### config.mk
export PLATFORM = sky130hd
export DESIGN_NAME = rom_fetch_unit
export DESIGN_NICKNAME = d
export VERILOG_FILES = /design/src/rtl/rom_defs_pkg.sv /design/src/rtl/rom_fetch_unit.sv
export SDC_FILE = /design/constraint.sdc
export NUM_CORES = 1
export LEC_CHECK = 0
export ABC_CLOCK_PERIOD_IN_PS = 2500
export BUFFER_PORTS_ARGS = -buffer_cell sky130_fd_sc_hd__buf_4
export CAP_MARGIN = 20
export CORE_AREA = 2 2 77 42
export CTS_CLUSTER_DIAMETER = 40
export CTS_CLUSTER_SIZE = 20
export DETAILED_ROUTE_END_ITERATION = 16
export DIE_AREA = 0 0 79 44
export GPL_ROUTABILITY_DRIVEN = 0
export GPL_TIMING_DRIVEN = 0
export PLACE_DENSITY = 0.84
export SYNTH_ARGS = -nofsm -noshare
export SYNTH_HDL_FRONTEND = slang
export SYNTH_SLANG_ARGS = --single-unit
### constraint.sdc
create_clock -name clk -period 2.5 [get_ports clk]
set_input_delay 0.625 -clock clk [delete_from_list [all_inputs] [get_ports clk]]
set_output_delay 0.625 -clock clk [all_outputs]
set_load 0.005 [all_outputs]
### src/rtl/rom_defs_pkg.sv
// ----------------------------------------------------------------------------
// rom_defs : shared definitions for the ROM fetch sequencer.
//   - default ROM address and data widths
//   - FSM state encoding (IDLE=0, FETCH=1, VALID=2)
//   - small arithmetic helper used by the sequencer
// No ports (package).
// ----------------------------------------------------------------------------
package rom_defs;

    localparam int ADDR_W_DEF = 8;
    localparam int DATA_W_DEF = 8;

    typedef enum logic [1:0] {
        ST_IDLE  = 2'd0,
        ST_FETCH = 2'd1,
        ST_VALID = 2'd2
    } fetch_state_e;

    // Modular add of one byte into a running byte-wide sum.
    function automatic logic [7:0] sum_add8(input logic [7:0] acc, input logic [7:0] val);
        return acc + val;
    endfunction

endpackage

### src/rtl/rom_fetch_unit.sv
// ----------------------------------------------------------------------------
// rom_fetch_unit : address sequencer in front of a combinational ROM.
//   Walks rom_address from start_addr to end_addr (inclusive, wrapping through
//   2^ADDR_W-1 -> 0 when start_addr > end_addr), captures each ROM byte into
//   out_data and hands it downstream over a valid/ready handshake.
//
// Optional feature macro: ROM_FETCH_CHECKSUM_EN
//   When defined, a checksum output accumulates every accepted byte
//   (mod 2^DATA_W); it clears when a start is accepted and holds after done.
//
// Ports:
//   clk          in   1       rising-edge clock
//   rst_n        in   1       asynchronous active-low reset
//   start        in   1       one-cycle request, honoured only in IDLE
//   start_addr   in   ADDR_W  first address (sampled with start)
//   end_addr     in   ADDR_W  last address, inclusive (sampled with start)
//   rom_address  out  ADDR_W  registered ROM address
//   rom_data     in   DATA_W  ROM data, combinational from rom_address
//   out_data     out  DATA_W  captured byte
//   out_valid    out  1       out_data holds an unconsumed byte
//   out_ready    in   1       consumer accepts when out_valid & out_ready
//   busy         out  1       sequencer not in IDLE
//   done         out  1       one-cycle pulse after the last byte is accepted
//   checksum     out  DATA_W  (ROM_FETCH_CHECKSUM_EN only) running byte sum
// ----------------------------------------------------------------------------
module rom_fetch_unit
    import rom_defs::*;
#(
    parameter int ADDR_W = ADDR_W_DEF,
    parameter int DATA_W = DATA_W_DEF
) (
    input  logic              clk,
    input  logic              rst_n,
    input  logic              start,
    input  logic [ADDR_W-1:0] start_addr,
    input  logic [ADDR_W-1:0] end_addr,
    output logic [ADDR_W-1:0] rom_address,
    input  logic [DATA_W-1:0] rom_data,
    output logic [DATA_W-1:0] out_data,
    output logic              out_valid,
    input  logic              out_ready,
    output logic              busy,
    output logic              done
`ifdef ROM_FETCH_CHECKSUM_EN
    ,
    output logic [DATA_W-1:0] checksum
`endif
);

    fetch_state_e      state_r;
    fetch_state_e      next_state_s;
    logic [ADDR_W-1:0] addr_r;
    logic [ADDR_W-1:0] addr_nxt_s;
    logic [ADDR_W-1:0] last_r;
    logic [ADDR_W-1:0] last_nxt_s;
    logic [DATA_W-1:0] data_r;
    logic [DATA_W-1:0] data_nxt_s;
    logic              valid_r;
    logic              valid_nxt_s;
    logic              done_r;
    logic              done_nxt_s;
    logic              busy_r;
    logic              handshake_s;

    assign handshake_s = valid_r & out_ready;

    // Next-state and next-register-value decode for the fetch FSM.
    always_comb begin
        next_state_s = state_r;
        addr_nxt_s   = addr_r;
        last_nxt_s   = last_r;
        data_nxt_s   = data_r;
        valid_nxt_s  = valid_r;
        done_nxt_s   = 1'b0;
        case (state_r)
            ST_IDLE: begin
                if (start) begin
                    addr_nxt_s   = start_addr;
                    last_nxt_s   = end_addr;
                    next_state_s = ST_FETCH;
                end else begin
                    next_state_s = ST_IDLE;
                end
            end
            ST_FETCH: begin
                // rom_address was registered last edge, so rom_data has settled.
                data_nxt_s   = rom_data;
                valid_nxt_s  = 1'b1;
                next_state_s = ST_VALID;
            end
            ST_VALID: begin
                if (handshake_s) begin
                    valid_nxt_s = 1'b0;
                    if (addr_r == last_r) begin
                        done_nxt_s   = 1'b1;
                        next_state_s = ST_IDLE;
                    end else begin
                        // Natural wrap of the ADDR_W-bit add gives the 2^ADDR_W-1 -> 0 step.
                        addr_nxt_s   = addr_r + ADDR_W'(1);
                        next_state_s = ST_FETCH;
                    end
                end else begin
                    next_state_s = ST_VALID;
                end
            end
            default: begin
                // Unreachable encoding: recover to a clean idle.
                valid_nxt_s  = 1'b0;
                next_state_s = ST_IDLE;
            end
        endcase
    end

    // State and datapath registers.
    always_ff @(posedge clk or negedge rst_n) begin
        if (!rst_n) begin
            state_r <= ST_IDLE;
            addr_r  <= '0;
            last_r  <= '0;
            data_r  <= '0;
            valid_r <= 1'b0;
            done_r  <= 1'b0;
            busy_r  <= 1'b0;
        end else begin
            state_r <= next_state_s;
            addr_r  <= addr_nxt_s;
            last_r  <= last_nxt_s;
            data_r  <= data_nxt_s;
            valid_r <= valid_nxt_s;
            done_r  <= done_nxt_s;
            // busy is registered from the next state so it equals (state != IDLE).
            busy_r  <= (next_state_s != ST_IDLE);
        end
    end

    assign rom_address = addr_r;
    assign out_data    = data_r;
    assign out_valid   = valid_r;
    assign busy        = busy_r;
    assign done        = done_r;

`ifdef ROM_FETCH_CHECKSUM_EN
    logic [DATA_W-1:0] csum_r;

    // Running sum of accepted bytes; cleared when a new start is taken.
    always_ff @(posedge clk or negedge rst_n) begin
        if (!rst_n) begin
            csum_r <= '0;
        end else if ((state_r == ST_IDLE) && start) begin
            csum_r <= '0;
        end else if ((state_r == ST_VALID) && handshake_s) begin
            csum_r <= csum_r + data_r;
        end else begin
            csum_r <= csum_r;
        end
    end

    assign checksum = csum_r;
`endif

endmodule

# --- After elaboration in Yosys (flattened, before gate mapping) ---
# Cells that the tools add are included.
totals:
  rom_bits: 0
  wordCells: 35
  latch_bits: 0
  ramBits: 0
  inputBits: 28
  register_bits: 29
  memories: 0
  out_inout_bits: 19
classes:
  n_div: 0
  mul: 0
  n_eq_ne: 6
  magnitude_cmp: 0
  n_bitwise: 2
  n_mux: 13
  n_reduce_logical: 6
  n_shift: 0
  n_addsub: 1
ops:
  columns: ["op", "count"]
  rows:
  - ["$mux 8", 3]
  - ["$pmux 8 s2", 1]
  - ["$add 8x1->8 const B", 1]
  - ["$eq 8x8->1", 1]
  - ["$mux 1", 6]
  - ["$ne 2x2->1 const B", 3]
  - ["$pmux 2 s3", 1]
  - ["$reduce_and 2->1", 2]
  - ["$reduce_and 4->1", 1]
  - ["$reduce_bool 2->1", 2]
  - ["$pmux 1 s3", 1]
  - ["$eq 2x1->1 const B", 1]
  - ["$eq 2x2->1 const B", 1]
  - ["$logic_not 2->1", 1]
  - ["$mux 2", 1]
  - ["$and 1x1->1", 1]
  - ["$not 1->1", 1]

# --- Longest topological paths before layout ---
# Gate-level depths: netlist of the first run.
logic_depth:
  word_depth: 5
  depth_mapped: 6
  depth_no_buf: 6

# --- Least setup slack after synthesis of the first run ---
# OpenSTA, ideal clock, no wires.
synth_timing:
  path_type: "input port to flip-flop"
  start: "input port start"
  end: "register addr_r[3] (netlist: rom_address[3])"
  slack_ns: 0.934
  t_required_ns: 2.413
  setup_ns: 0.087
  path_buffers: 1
  t_arrival_ns: 1.479
  path_stages: 4
  cell_sequence: "nor3b_2 > clkbuf_1 > nor3_1 > a211oi_2"
synth_via:
  elab_chain_len: 2
synth_lines:
  columns: ["element", "line_no", "source"]
  rows:
  - ["from (decl)", "rom_fetch_unit.sv:34", "input logic start,"]
  - ["$ne 2x2->1 (no line)", null, null]
  - ["$reduce_and 4->1 (no line)", null, null]
  - ["to (signal assigned)", "rom_fetch_unit.sv:126", "addr_r <= addr_nxt_s;"]
  - ["to (decl)", "rom_fetch_unit.sv:52", "logic [ADDR_W-1:0] addr_r;"]
# Every way passes these cells.
# A chain may end at the register's enable or synchronous reset.

# --- Final worst setup path of the first run ---
layout_timing:
  start: "register addr_r[5] (netlist: rom_address[5])"
  end: "register addr_r[3] (netlist: rom_address[3])"
layout_via:
  elab_chain_len: 3
layout_lines:
  columns: ["element", "line_no", "source"]
  rows:
  - ["$eq 8x8->1", "rom_fetch_unit.sv:94", "if (addr_r == last_r) begin"]
  - ["$ne 2x2->1 (no line)", null, null]
  - ["$reduce_and 4->1 (no line)", null, null]
# Every way passes these cells.

==> flow_summary.toml, run 1 <==
[status]
status = "completed"

[finish]
nets = 224
post-route-util_pct = 68.0
seq_area_um2 = 726
area_growth_pct = 36.1
drive_above_1_share_pct = 35.7
fin_cells = 236
multiInputGateArea_um2 = 669
antenna_cells = 0
num-fill-cells = 223

[drt]
num_vias = 1342
dr.first_iter.drc_count = 126
drt_wl_total_um = 3770
vias_per_cell = 5.69
wire_per_inst_um = 16.0
drc = 0
dr.pass1.iters = 4
drtAntennaViolNets = 0

[critical_path]
path_max_fanout = 7
crit_chain = "xnor2_1 -> nand4_1 -> or2_4 -> a21oi_4 -> inv_2 -> a211oi_2"
critPathLaunch = "rom_address[5]"
cpPeakStageDelay_ps = 460
timing.rr.start = "rom_address[5]"
worstPathArrival_ps = 2020
crit_path_end_kind = "flip-flop"
crit_required_ps = 2690
critPathKind = "flip-flop to flip-flop"
worst_setup_path_start_kind = "flip-flop"
crit_slowest_cell = "dfrtp_1"
rrSetupSlack_ps = 670

[place]
io_buffers = 46
dp_hpwl_um = 2770
dp_cells = 228

[clocking]
cts_setup_buffers = 0
clk_latency_ps = 280
path_clk_slew_ps = 70
cts_tree = "built"
ctsHoldBuffers = 0
cts_made_buffers = 5
cts-resized-gates = 0
cts_sinks = 29
cts_buffer_depth = 2
cts.htree.levels = 2
cts-root-buf = "clkbuf_8"

[sta]
worst-slew-pin-transition_ps = 552
holdWs_ps = 262
maxSlewViolCount = 0
relSlewSlack_pct = 63.2
hold_violations = 0
rsz0062_at_grt = "no"
finalCritPeriodShare_pct = 73.3
setup_viol = 0
fin_setup_tns_ps = 0
fmax_mhz = 546
period_minus_slack_ps = 1830
skew_ps = 9.24

[job]
drv_cap = 0

[yosys]
yosysWarnings = 0
syn_nets = 171
yosysUniqueCellTypes = 37
synth_area_mm2 = 0.00142
avgSynthCellArea_um2 = 9.99
synth_cells = 142
yosysSeqAreaShare_pct = 51.1
ys_seq_elements = 29

[min_path]
hp-class = "input pin to async pin"

[global_routing]
grt_max_degree = 30
grt_pass1_wl_um = 6180
track_usage_pct = 23.9
grt_antenna_before_repair = 0
overflow = 0
first_global_vias = 1299

[floorplan]
die_w_um = 79
die-area_mm2 = 0.00348
ios = 47
core_mm2 = 0.00284
die_height_um = 44
rows = 14
start_util_pct = 50.0

[power]
ir_worst_vdd_uv = 621
p_leak_nw = 0.895
power_density_mw_per_mm2 = 1320
power by group:
group          switching [W]  internal [W]  total (W)
logic               0.000512      0.000583    0.00109
registers           0.000248      0.000698   0.000946
clock network       0.000176      0.000324   0.000500
total               0.000935       0.00161    0.00254
kinds of logic (layout without fill, tap and decap cells):
kind of cell / after synthesis / count (layout) / share of synthesized area, %
AOI/OAI and AO/OA: 23 / 23 / 12.3
xor gates and xnor gates: 8 / 8 / 4.94
adders and majority gates: 1 / 1 / 0.882
buffers and inverters: 6 / 60 / 1.67
DFF: 29 / 29 / 51.1
muxes: 9 / 9 / 7.05
and+or+nand+nor: 66 / 66 / 22.0
cells in the final DEF (no fill, tap or decap), types with 2 or more instances in the layout:
master / n
buf_4: 46
nand2_1: 31
dfrtp_1: 29
nor2_1: 10
xnor2_1: 8
mux2_2: 8
nand3_1: 7
o21ai_0: 6
clkbuf_8: 6
clkbuf_1: 5
nor3_1: 4
a21oi_1: 4
nand4_1: 2
nand2b_1: 2
nor4_1: 2
o211ai_1: 2
cells in the mapped netlist:
library cell  count  area [um^2]
a211oi_2          1         12.5
a21o_1            1         7.51
a21oi_1           4         20.0
a21oi_4           1         16.3
a221o_2           1         11.3
a31oi_1           1         6.26
and2b_1           1         7.51
and4b_1           1         10.0
buf_2             1         5.00
clkbuf_1          4         15.0
dfrtp_1          29          726
ha_1              1         12.5
inv_2             1         3.75
mux2_2            8         90.1
mux2i_1           1         10.0
nand2_1          31          116
nand2b_1          2         12.5
nand3_1           7         35.0
nand3b_1          1         7.51
nand4_1           2         12.5
nor2_1           10         37.5
nor2b_1           1         6.26
nor3_1            4         20.0
nor3b_1           1         7.51
nor3b_2           1         12.5
nor4_1            2         12.5
o211ai_1          2         15.0
o21a_1            1         7.51
o21ai_0           6         30.0
o221a_2           1         11.3
o22ai_1           1         6.26
o2bb2ai_1         1         8.76
o311a_1           1         10.0
o32a_2            1         11.3
or2_4             1         8.76
or3_1             1         6.26
xnor2_1           8         70.1
critical path: cells and delay by family (launching register included):
family	cells	cell delay, ps
AO/OA/AOI/OAI	2	470
flip-flops	1	460
AND/OR/NAND/NOR	2	520
buffers and inverters	1	70
XOR/XNOR	1	220
sequential cells by signal, indices dropped and copies added (netlist names):
name and count:
state_r 2, busy 1, rom_address 8, out_data 8, out_valid 1, done 1
last_r 8
through the flow:
step / instance area (um^2) / power (W) / worst slack (ps)
floorplan: 1420 / 0.00155 / 934
global placement: 1810 / 0.00195 / 631
detailed placement: 1810 / 0.00202 / 578
CTS: 1930 / 0.00254 / 688
global route: 1930 / 0.00270 / 599
finish: 1930 / 0.00254 / 667
metal layers:
layer	track usage [%]	vias to the layer above	share of wire, %
li1	-	604	-
met1	33.7	660	43
met2	35.9	70	46
met3	7.71	8	9.8
met4	6.90	0	1.1
met5	0	-	0
worst paths after layout:
path                                        to  cells after the start
worst max-delay path            rom_address[3]                      6
min in group clk                     last_r[6]                      2
worst max register to register  rom_address[3]                      6
worst min register to register       last_r[6]                      2
max in group asynchronous           state_r[0]                      1
worst min-delay path            rom_address[0]                      1
area by class of cell:
cell class | instances | area share [%]
Sequential cell | 29 | 37.6
Multi-Input combinational cell | 107 | 34.7
Timing Repair Buffer | 46 | 17.9
Clock buffer | 7 | 4.47
Tap cell | 40 | 2.59
Clock inverter | 1 | 1.56
Buffer | 5 | 1.04
Inverter | 1 | 0.194
(Power assumes the default switching activity.)
==> inputs of run 2 (changes only) <==
==> config.mk (replaced) <==
export PLATFORM = sky130hd
export DESIGN_NAME = rom_fetch_unit
export DESIGN_NICKNAME = d
export VERILOG_FILES = /design/src/rtl/rom_defs_pkg.sv /design/src/rtl/rom_fetch_unit.sv
export SDC_FILE = /design/constraint.sdc
export NUM_CORES = 1
export LEC_CHECK = 0
export ABC_AREA = 1
export ABC_CLOCK_PERIOD_IN_PS = 1500
export BUFFER_PORTS_ARGS = -buffer_cell sky130_fd_sc_hd__buf_4
export CAP_MARGIN = 20
export CORE_AREA = 2 2 86 47
export CTS_CLUSTER_DIAMETER = 40
export CTS_CLUSTER_SIZE = 20
export DETAILED_ROUTE_END_ITERATION = 16
export DIE_AREA = 0 0 88 49
export GPL_ROUTABILITY_DRIVEN = 0
export GPL_TIMING_DRIVEN = 0
export PLACE_DENSITY = 0.75
export SYNTH_ARGS = -nofsm -noshare
export SYNTH_HDL_FRONTEND = slang
export SYNTH_SLANG_ARGS = --single-unit
==> constraint.sdc (replaced) <==
create_clock -name clk -period 1.5 [get_ports clk]
set_input_delay 0.375 -clock clk [delete_from_list [all_inputs] [get_ports clk]]
set_output_delay 0.375 -clock clk [all_outputs]
set_load 0.005 [all_outputs]
==> flow_summary.toml, run 2 <==
[clocking]
cts_tree = "built"
cts_buffer_depth = 2
path_clk_slew_ps = 60
cts.htree.levels = 2
cts_made_buffers = 5
cts_setup_buffers = 0
clk_latency_ps = 280
cts_sinks = 29
cts-root-buf = "clkbuf_8"

[sta]
skew_ps = 1.49
setup_viol = 0
fin_setup_tns_ps = 0
setup_slack_ps = 115
hold_violations = 0
finalCritPeriodShare_pct = 92.3
rsz0062_at_grt = "no"
relSlewSlack_pct = 75.5
maxSlewViolCount = 0
worst-slew-pin-transition_ps = 367
period_minus_slack_ps = 1390
fmax_mhz = 722

[critical_path]
timing.rr.start = "rom_address[3]"
rrSetupSlack_ps = 110
critPathLaunch = "rom_address[3]"
worst_setup_path_start_kind = "flip-flop"
crit_required_ps = 1650
path_max_fanout = 10
critPathKind = "flip-flop to flip-flop"
reg2reg_to = "busy"
ff2ff_path_depth = 7
crit_path_end_kind = "flip-flop"
worstPathArrival_ps = 1530

[power]
p_leak_nw = 1.02
power.total_w = 0.00420
power_density_mw_per_mm2 = 2040
ir_worst_vdd_uv = 926

[place]
place_ws_ps = 94.7
dp_hpwl_um = 2630
dp_cells = 272
io_buffers = 46

[finish]
fin_cells = 280
final_cell_mix = "51 x nand2_1, 46 x buf_4, 26 x dfrtp_1, 24 x nand3_1, 11 x mux2_2"
drive_above_1_share_pct = 38.5
area_growth_pct = 35.1
multiInputGateArea_um2 = 719
antenna_cells = 0
nets = 254
num-fill-cells = 348
seq_area_um2 = 729
final_common_cell = "nand2_1"

[yosys]
yosysWarnings = 0
synth_cells = 172
syn_nets = 201
yosys.area.top_type = "dfrtp_1"
synthTopCellsByArea = "dfrtp_1 48%, nand2_1 13%, mux2_2 8.1%"
synth_area_mm2 = 0.00153
ys_seq_elements = 29
synth_top_area_share_pct = 47.5
synth-edff-count = 0
synthTopCellsByCount = "51 x nand2_1, 29 x dfrtp_1, 24 x nand3_1"
synth_ff_type = "dfrtp_1"
synth_most_common_cell = "nand2_1"
yosysUniqueCellTypes = 24
async_reset_ff_share_pct = 100
yosysSeqAreaShare_pct = 47.5
avgSynthCellArea_um2 = 8.88

[drt]
drc = 0
vias_per_cell = 4.66
wire_per_inst_um = 12.5
dr.pass1.iters = 4
drtAntennaViolNets = 0
dr.first_iter.drc_count = 132
drt_wl_total_um = 3500
num_vias = 1305

[global_routing]
grt_max_degree = 30
overflow = 0
grt_pass1_wl_um = 5950
grt_antenna_before_repair = 0
track_usage_pct = 18.4
first_global_vias = 1231

[floorplan]
core_mm2 = 0.00362
rows = 16
ios = 47
die_w_um = 88
die_height_um = 49
start_util_pct = 42.2
die-area_mm2 = 0.00431

[status]
status = "completed"

[min_path]
hp-class = "input pin to async pin"

[job]
drv_cap = 0
[run 2: cell count changes after synthesis, sizes merged, moves of 3 or more]
cell	delta
nor3	-4
nand2	+24
inv	+11
nor2	+4
clkbuf	-4
nand3	+18
xnor2	-3
buf	+5
mux2	+5
[run 2: kinds of logic after synthesis]
group / share of synthesized area, %
and+or+nand+nor: 29.3
xor gates and xnor gates: 3.44
muxes: 9.58
buffers and inverters: 6.55
adders and majority gates: 0.819
AOI/OAI and AO/OA: 2.78
DFF: 47.5
[run 2: cell type report]
class,count,area share [%]
flip-flops and latches,29,35.4
multi-input cells,125,34.9
repair buffers,46,16.7
clock buffers,7,4.67
well taps,54,3.27
plain buffers,6,2.67
inverters,12,2.18
clock inverters,1,0.243
[run 2: stage by stage]
stage	hold slack [ps]	area [um^2]	utilization, %
4_1_cts	14.5	2040	56.4
3_3_place_gp	318	1940	53.6
6_report	6.84	2060	56.9
3_5_place_dp	319	1940	53.6
2_1_floorplan	79.4	1530	-
5_1_grt	31.4	2060	56.9
[run 2: worst max-delay path, cell delays in order (launching register included)]
cell	delay, ps
dfrtp_1	400
buf_6	140
xnor2_1	140
nand2_1	100
nor2_4	130
nand2_2	90
nand2_4	130
nand4_1	110
[run 2: worst max path at each step]
stage / depth (start not counted) / slack (ps) / end
2_1_floorplan: 6 / 220 / rom_address[2]
3_3_place_gp: 8 / 100 / rom_address[7]
3_5_place_dp: 8 / 90 / rom_address[7]
4_1_cts: 8 / 80 / rom_address[7]
5_1_grt: 8 / 10 / busy
6_report: 7 / 110 / busy
[run 2: timing repair]
| item | CTS | global route |
|---|---|---|
| gates resized for setup | 0 | 6 |
| hold buffers | 0 | 0 |
| setup endpoints to repair | 0 | 9 |
[run 2: where the power goes]
| part | switching, W | leakage, nW | internal, W | total [W] |
|---|---|---|---|---|
| registers | 0.000326 | 0.344 | 0.00117 | 0.00150 |
| logic | 0.000979 | 0.627 | 0.00102 | 0.00199 |
| clock network | 0.000298 | 0.0542 | 0.000414 | 0.000712 |
| total | 0.00160 | 1.02 | 0.00260 | 0.00420 |
[run 2: metal layers]
metal | wire (um) | share of wire (%) | track usage [%]
met5 | 0 | 0 | 0
met4 | 52 | 1.5 | 6.15
met3 | 309 | 8.8 | 6.94
met2 | 1340 | 38 | 23.6
met1 | 1800 | 51 | 27.8
